<file path="src/rtl/decode_issue.sv">
// Decode-and-issue stage: decodes a MIPS subset, reads operands with writeback bypass,
// tracks outstanding writes in a scoreboard and issues a registered ALU bundle.
module decode_issue #(
  parameter logic [31:0] RESET_PC = 32'h0,
  localparam int unsigned ALU_OPT_WIDTH = 4
) (
  input  logic                     clk,
  input  logic                     rst_n,
  input  logic                     if_valid,
  input  logic [31:0]              if_instr,
  input  logic [31:0]              if_pc,
  output logic                     if_ready,
  output logic [4:0]               rf_raddr1,
  output logic [4:0]               rf_raddr2,
  input  logic [31:0]              rf_rdata1,
  input  logic [31:0]              rf_rdata2,
  input  logic                     wb_en,
  input  logic [4:0]               wb_addr,
  input  logic [31:0]              wb_data,
  input  logic                     ex_ready,
  output logic                     ex_valid,
  output logic [ALU_OPT_WIDTH-1:0] ex_opt,
  output logic [31:0]              ex_opr1,
  output logic [31:0]              ex_opr2,
  output logic [4:0]               ex_dest,
  output logic                     ex_wb_en,
  input  logic                     flush,
  output logic                     trap,
  output logic [31:0]              trap_pc
);

  localparam logic [ALU_OPT_WIDTH-1:0] ALU_OPT_DISABLE = 4'd0;
  localparam logic [ALU_OPT_WIDTH-1:0] ALU_OPT_ADDU    = 4'd1;
  localparam logic [ALU_OPT_WIDTH-1:0] ALU_OPT_SUBU    = 4'd2;
  localparam logic [ALU_OPT_WIDTH-1:0] ALU_OPT_OR      = 4'd3;
  localparam logic [ALU_OPT_WIDTH-1:0] ALU_OPT_SETU    = 4'd4;

  typedef enum logic [0:0] {StRun, StTrap} state_e;

  state_e state_q, state_d;

  logic [5:0]  opcode, funct;
  logic [4:0]  rs, rt, rd;
  logic [15:0] imm16;

  assign opcode = if_instr[31:26];
  assign rs     = if_instr[25:21];
  assign rt     = if_instr[20:16];
  assign rd     = if_instr[15:11];
  assign imm16  = if_instr[15:0];
  assign funct  = if_instr[5:0];

  assign rf_raddr1 = rs;
  assign rf_raddr2 = rt;

  logic                     dec_legal, dec_use_rs, dec_use_rt, dec_wr;
  logic [ALU_OPT_WIDTH-1:0] dec_opt;
  logic [4:0]               dec_dest;
  logic [31:0]              dec_imm;

  always_comb begin
    dec_legal  = 1'b0;
    dec_use_rs = 1'b0;
    dec_use_rt = 1'b0;
    dec_wr     = 1'b0;
    dec_opt    = ALU_OPT_DISABLE;
    dec_dest   = 5'd0;
    dec_imm    = 32'h0;
    if (if_instr == 32'h0) begin
      dec_legal = 1'b1;
    end else begin
      case (opcode)
        6'h00: begin
          if (funct == 6'h21 || funct == 6'h23 || funct == 6'h25) begin
            dec_legal  = 1'b1;
            dec_use_rs = 1'b1;
            dec_use_rt = 1'b1;
            dec_wr     = 1'b1;
            dec_dest   = rd;
            dec_opt    = (funct == 6'h21) ? ALU_OPT_ADDU :
                         (funct == 6'h23) ? ALU_OPT_SUBU : ALU_OPT_OR;
          end
        end
        6'h09: begin
          dec_legal  = 1'b1;
          dec_use_rs = 1'b1;
          dec_wr     = 1'b1;
          dec_dest   = rt;
          dec_opt    = ALU_OPT_ADDU;
          dec_imm    = {{16{imm16[15]}}, imm16};
        end
        6'h0D: begin
          dec_legal  = 1'b1;
          dec_use_rs = 1'b1;
          dec_wr     = 1'b1;
          dec_dest   = rt;
          dec_opt    = ALU_OPT_OR;
          dec_imm    = {16'h0, imm16};
        end
        6'h0F: begin
          dec_legal = 1'b1;
          dec_wr    = 1'b1;
          dec_dest  = rt;
          dec_opt   = ALU_OPT_SETU;
          dec_imm   = {imm16, 16'h0};
        end
        default: ;
      endcase
    end
  end

  logic        bypass_rs, bypass_rt, dec_wb_en;
  logic [31:0] rs_val, rt_val, opr1, opr2;

  assign bypass_rs = wb_en && (wb_addr == rs);
  assign bypass_rt = wb_en && (wb_addr == rt);
  assign rs_val    = (rs == 5'd0) ? 32'h0 : bypass_rs ? wb_data : rf_rdata1;
  assign rt_val    = (rt == 5'd0) ? 32'h0 : bypass_rt ? wb_data : rf_rdata2;
  assign opr1      = dec_use_rs ? rs_val : 32'h0;
  assign opr2      = dec_use_rt ? rt_val : dec_imm;
  assign dec_wb_en = dec_wr && (dec_dest != 5'd0);

  logic [31:0] busy_q, busy_d;
  logic        hazard, accept, issue;

  // A writeback landing this cycle both bypasses the data and releases the hazard.
  assign hazard = (dec_use_rs && busy_q[rs] && !bypass_rs) ||
                  (dec_use_rt && busy_q[rt] && !bypass_rt);

  assign if_ready = (state_q == StRun) && !flush && !hazard && (!ex_valid || ex_ready);
  assign accept   = if_valid && if_ready;
  assign issue    = accept && dec_legal;

  always_comb begin
    busy_d = busy_q;
    if (wb_en) busy_d[wb_addr] = 1'b0;
    if (flush && ex_valid && ex_wb_en) busy_d[ex_dest] = 1'b0;
    // Set is applied last so it wins over a same-cycle clear.
    if (issue && dec_wb_en) busy_d[dec_dest] = 1'b1;
    busy_d[0] = 1'b0;
  end

  always_comb begin
    state_d = state_q;
    unique case (state_q)
      StRun:   if (accept && !dec_legal) state_d = StTrap;
      StTrap:  if (flush) state_d = StRun;
      default: state_d = StRun;
    endcase
  end

  always_ff @(posedge clk or negedge rst_n) begin
    if (!rst_n) begin
      state_q  <= StRun;
      busy_q   <= 32'h0;
      trap     <= 1'b0;
      trap_pc  <= RESET_PC;
      ex_valid <= 1'b0;
      ex_opt   <= ALU_OPT_DISABLE;
      ex_opr1  <= 32'h0;
      ex_opr2  <= 32'h0;
      ex_dest  <= 5'd0;
      ex_wb_en <= 1'b0;
    end else begin
      state_q <= state_d;
      busy_q  <= busy_d;
      if (state_q == StTrap && flush) begin
        trap <= 1'b0;
      end else if (accept && !dec_legal) begin
        trap    <= 1'b1;
        trap_pc <= if_pc;
      end
      if (flush) begin
        ex_valid <= 1'b0;
      end else if (issue) begin
        ex_valid <= 1'b1;
        ex_opt   <= dec_opt;
        ex_opr1  <= opr1;
        ex_opr2  <= opr2;
        ex_dest  <= dec_dest;
        ex_wb_en <= dec_wb_en;
      end else if (ex_ready) begin
        ex_valid <= 1'b0;
      end
    end
  end

endmodule
</file>
<file path="config.mk">
export PLATFORM = sky130hd
export DESIGN_NAME = decode_issue
export DESIGN_NICKNAME = d
export VERILOG_FILES = /design/src/rtl/decode_issue.sv
export SDC_FILE = /design/constraint.sdc
export NUM_CORES = 1
export LEC_CHECK = 0
export ABC_CLOCK_PERIOD_IN_PS = 3200
export CAP_MARGIN = 20
export CORE_UTILIZATION = 46
export CTS_CLUSTER_SIZE = 40
export DETAILED_ROUTE_END_ITERATION = 8
export HOLD_SLACK_MARGIN = 0.12
export PLACE_DENSITY = 0.8
export SYNTH_ARGS = -nofsm -noshare
export SYNTH_HDL_FRONTEND = slang
export SYNTH_SLANG_ARGS = --single-unit
</file>
<file path="constraint.sdc">
create_clock -name clk -period 3.2 [get_ports clk]
set_input_delay 0.48 -clock clk [delete_from_list [all_inputs] [get_ports clk]]
set_output_delay 0.48 -clock clk [all_outputs]
set_load 0.02 [all_outputs]
</file>
==> key figures <==
Critical path
  – Req. time, crit path: ~3500 ps
  – CP peak stage delay: roughly 550 ps
  – CP delay by family, top: simple AND/OR/NAND/NOR gates
  – Reg2reg start: busy_q[15]$_DFF_PN0_
  – Critical path arrival: 3390 ps
  – Worst setup SP type: primary input
  – Worst reg2reg path depth: 8
  – Most frequent CP cell: buf_4
  – Buf/Inv on CP: 3
  – Crit. End Element: flop
  – Crit Path Category: primary input to flop
  – Crit-path slowest cell: clkdlybuf4s50_1
  – RR Endpoint: ex_opr1[0]$_DFFE_PN0P_
  – Reg-to-reg setup timing slack: between 400 and 500 ps
  – Crit-path cells: clkdlybuf4s50_1 -> buf_4 -> or4_1 -> nor4_1 -> a311oi_1 -> nor3b_2 -> o211a_2 -> buf_4 -> mux2_4
  – Crit Path Max Fanout: 7
  – Crit path depth: 9

Placed design
  – Routability Congestion: 0.9765
  – Placed inst area: approximately 12000 um2
  – Hpwl dp: between 20 and 25 mm
  – Input/output buffers: 288
  – Dpl ws: -325.4 ps

Timing
  – Final critical-path share of the clock period: between 90 and 100%
  – Setup_tns: 0 ps
  – Slew Viols, Final: 0
  – Worst-Margin Slew: between 900 and 1000 ps
  – Fin crit period: around 3100 ps
  – Final setup violation count: 0
  – Slew margin rel.: about a third
  – Fin Hold WS: between 400 and 500 ps
  – RSZ-0062 raised after global routing: no
  – Worst Setup Slack, final: approximately 120 ps
  – Clock Skews: between 15 and 20 ps
  – Hold Vio Cnt, Final: 0
  – Fmax: between 300 and 400 MHz

Floorplan
  – CORE AREA: 17480 um2
  – Die H: between 100 and 150 um
  – Die extent in x: approximately 140 um
  – I/O pins: 290
  – Die area: between 15000 and 20000 um2
  – Num rows: 48
  – Initial core utilization: ~47%

Worst hold path
  – Hold Path Stages: 1
  – Worst Hold End: trap_pc[26]$_DFFE_PN0P_
  – HP Start: trap_pc[26]$_DFFE_PN0P_
  – Type of the worst min-delay path: flop to flop

Clock tree
  – Clock Sinks: about 140
  – Worst skew pair latency: 430 ps
  – Setup Buffers After CTS: 0
  – CTS tree: done
  – CTS clk-pin slew, worst paths: about 60 ps
  – CTS Buf Count: 17
  – CTS root buffer: clkbuf_16
  – CTS H-Tree Depth: 4
  – Maximum clock path buffer count: 2

Cells and area
  – Post-route cell area: ~13000 um2
  – Most frequent cells in the layout: clkdlybuf4s50_1, dfrtp_1, mux2_4
  – Synth-to-layout area growth: 50.91%
  – Share of cells above drive strength 1: roughly a quarter
  – Most common cell after layout, fill and taps aside: clkdlybuf4s50_1
  – Final nets: between 1000 and 1500
  – Diode count: 0

Power and ir drop
  – Peak supply drop: 569.3 uV
  – PD cells: 439.6 nW/um2
  – Pleak: 5.155 nW
  – Final Power: 5.504 mW

Synth
  – YS warnings: 0
  – Yosys cell types: 57
  – Post-Syn Area per Cell: around 12 um2
  – Cells after Synth: ~700
  – Post-synth EDFFs: 0
  – FF+latch count, synth: roughly 140
  – Post-synthesis sequential area ratio: a little over two fifths
  – Syn_nets: ~880
  – Post-synth ARST share: 100.0%
  – Primary FF master, synth: dfrtp_1
  – Post-Syn Area: around 8300 um2

Job
  – Max-cap violations: 0

Detailed routing
  – Total number of vias: roughly 7600
  – Via/cell ratio: slightly below 6
  – DRC Markers: 0
  – TritonRoute pass-1 iters: 6
  – Number of DRC markers in iteration 0: around 600
  – Total Routed Length: between 20 and 30 mm
  – WL/cell: 22.99 um
  – Final ANT Viol Nets: 0

Global routing
  – Total track usage: 31.91%
  – Grt total ovfl: 0
  – Number of global-route vias before repair: slightly below 8000
  – First-pass GRT wire length: 43.72 mm
  – Initial antenna violation count: 0
  – Largest net degree at the start of global routing: 75

Run status
  – Outcome: finished clean
==> registers in the layout (all words and copies together) (netlist names) <==
register / flops
trap_pc: 32
ex_dest: 5
ex_opr1: 32
ex_opt: 3
ex_opr2: 32
busy_q: 31
trap: 1
ex_valid: 1
state_q: 1
ex_wb_en: 1
==> how the worst max path moves through the flow <==
| stage | start | end |
|---|---|---|
| global route | if_instr[16] | ex_wb_en$_DFFE_PN0P_ |
| floorplan | if_instr[17] | if_ready |
| CTS | if_instr[18] | if_ready |
| finish | if_instr[16] | ex_dest[4]$_DFFE_PN0P_ |
| global placement | if_instr[17] | if_ready |
| detailed placement | if_instr[16] | ex_opr1[0]$_DFFE_PN0P_ |
==> area by class of cell <==
class / count / area, um2
Sequential cell: 139 / 3478
Fill cell: 1261 / 4956
Inverter: 6 / 22.52
Multi-Input combinational cell: 499 / 4409
Clock buffer: 18 / 429.2
Clock inverter: 14 / 207.7
Tap cell: 225 / 281.5
Timing Repair Buffer: 379 / 3692
==> per-stage QoR <==
step | utilization [%] | instances
after global placement | 67.83 | 1245
after detailed placement | 67.83 | 1245
after floorplan | - | 710
after global routing | 71.64 | 1280
after CTS | 71.54 | 1278
final | 71.64 | 1280
==> worst reg2reg max path, cell delays in order, from the launching register on <==
cell and delay [ps]:
dfrtp_1 430, mux4_2 470, mux2_2 280, nor3b_1 210, o41a_1 210, buf_4 170
o211a_4 250, buf_12 210, mux2_2 360
==> routing by layer <==
metal,up-vias,global-route usage [%],wire [um]
li1,3321,-,-
met1,3671,39.78,11390
met3,82,9.396,3112
met4,0,17.72,1212
met2,501,49.41,13710
met5,-,0,0
==> where the power goes <==
part	internal [mW]	switching [mW]	total (mW)	leakage, nW
logic	0.736	0.595	1.33	2.99
clock network	1.33	0.824	2.15	0.310
registers	1.92	0.108	2.02	1.86
total	3.98	1.53	5.50	5.15
==> logic make-up (layout without fill, tap and decap cells) <==
logic type	after synthesis	in the layout	share of synthesized area, %
mux	189	189	30.28
xor+xnor	10	10	1.056
buf+inv	73	417	5.459
compound gates	139	140	11.63
other cells	1	1	0.04520
flops	139	139	41.92
simple gates	159	159	9.606
==> Yosys cell counts (6+ instances only) <==
library cell / number / area [um2]
o21ai_0: 46 / 230.2
inv_1: 6 / 22.52
buf_6: 6 / 67.56
o221ai_1: 31 / 271.5
nand3_1: 19 / 95.09
buf_4: 12 / 90.09
a21oi_1: 16 / 80.08
mux2i_1: 68 / 680.7
buf_8: 6 / 90.09
mux2_2: 18 / 202.7
nand2_1: 43 / 161.4
nor2_1: 43 / 161.4
xor2_1: 8 / 70.07
clkbuf_1: 24 / 90.09
o31ai_1: 20 / 150.1
dfrtp_1: 139 / 3478
nand3b_1: 10 / 75.07
mux4_2: 15 / 337.8
nor4_1: 8 / 50.05
mux2_1: 8 / 90.09
mux2_4: 80 / 1201
buf_2: 16 / 80.08
==> what timing repair did <==
action,4_1_cts,5_1_grt
pin swaps,0,1
setup endpoints to repair,1,32
cloned,0,1
hold buffers,1,0
gates resized for setup,4,2
hold endpoints to repair,61,0
Note: power is estimated with default switching activity, not from simulation.
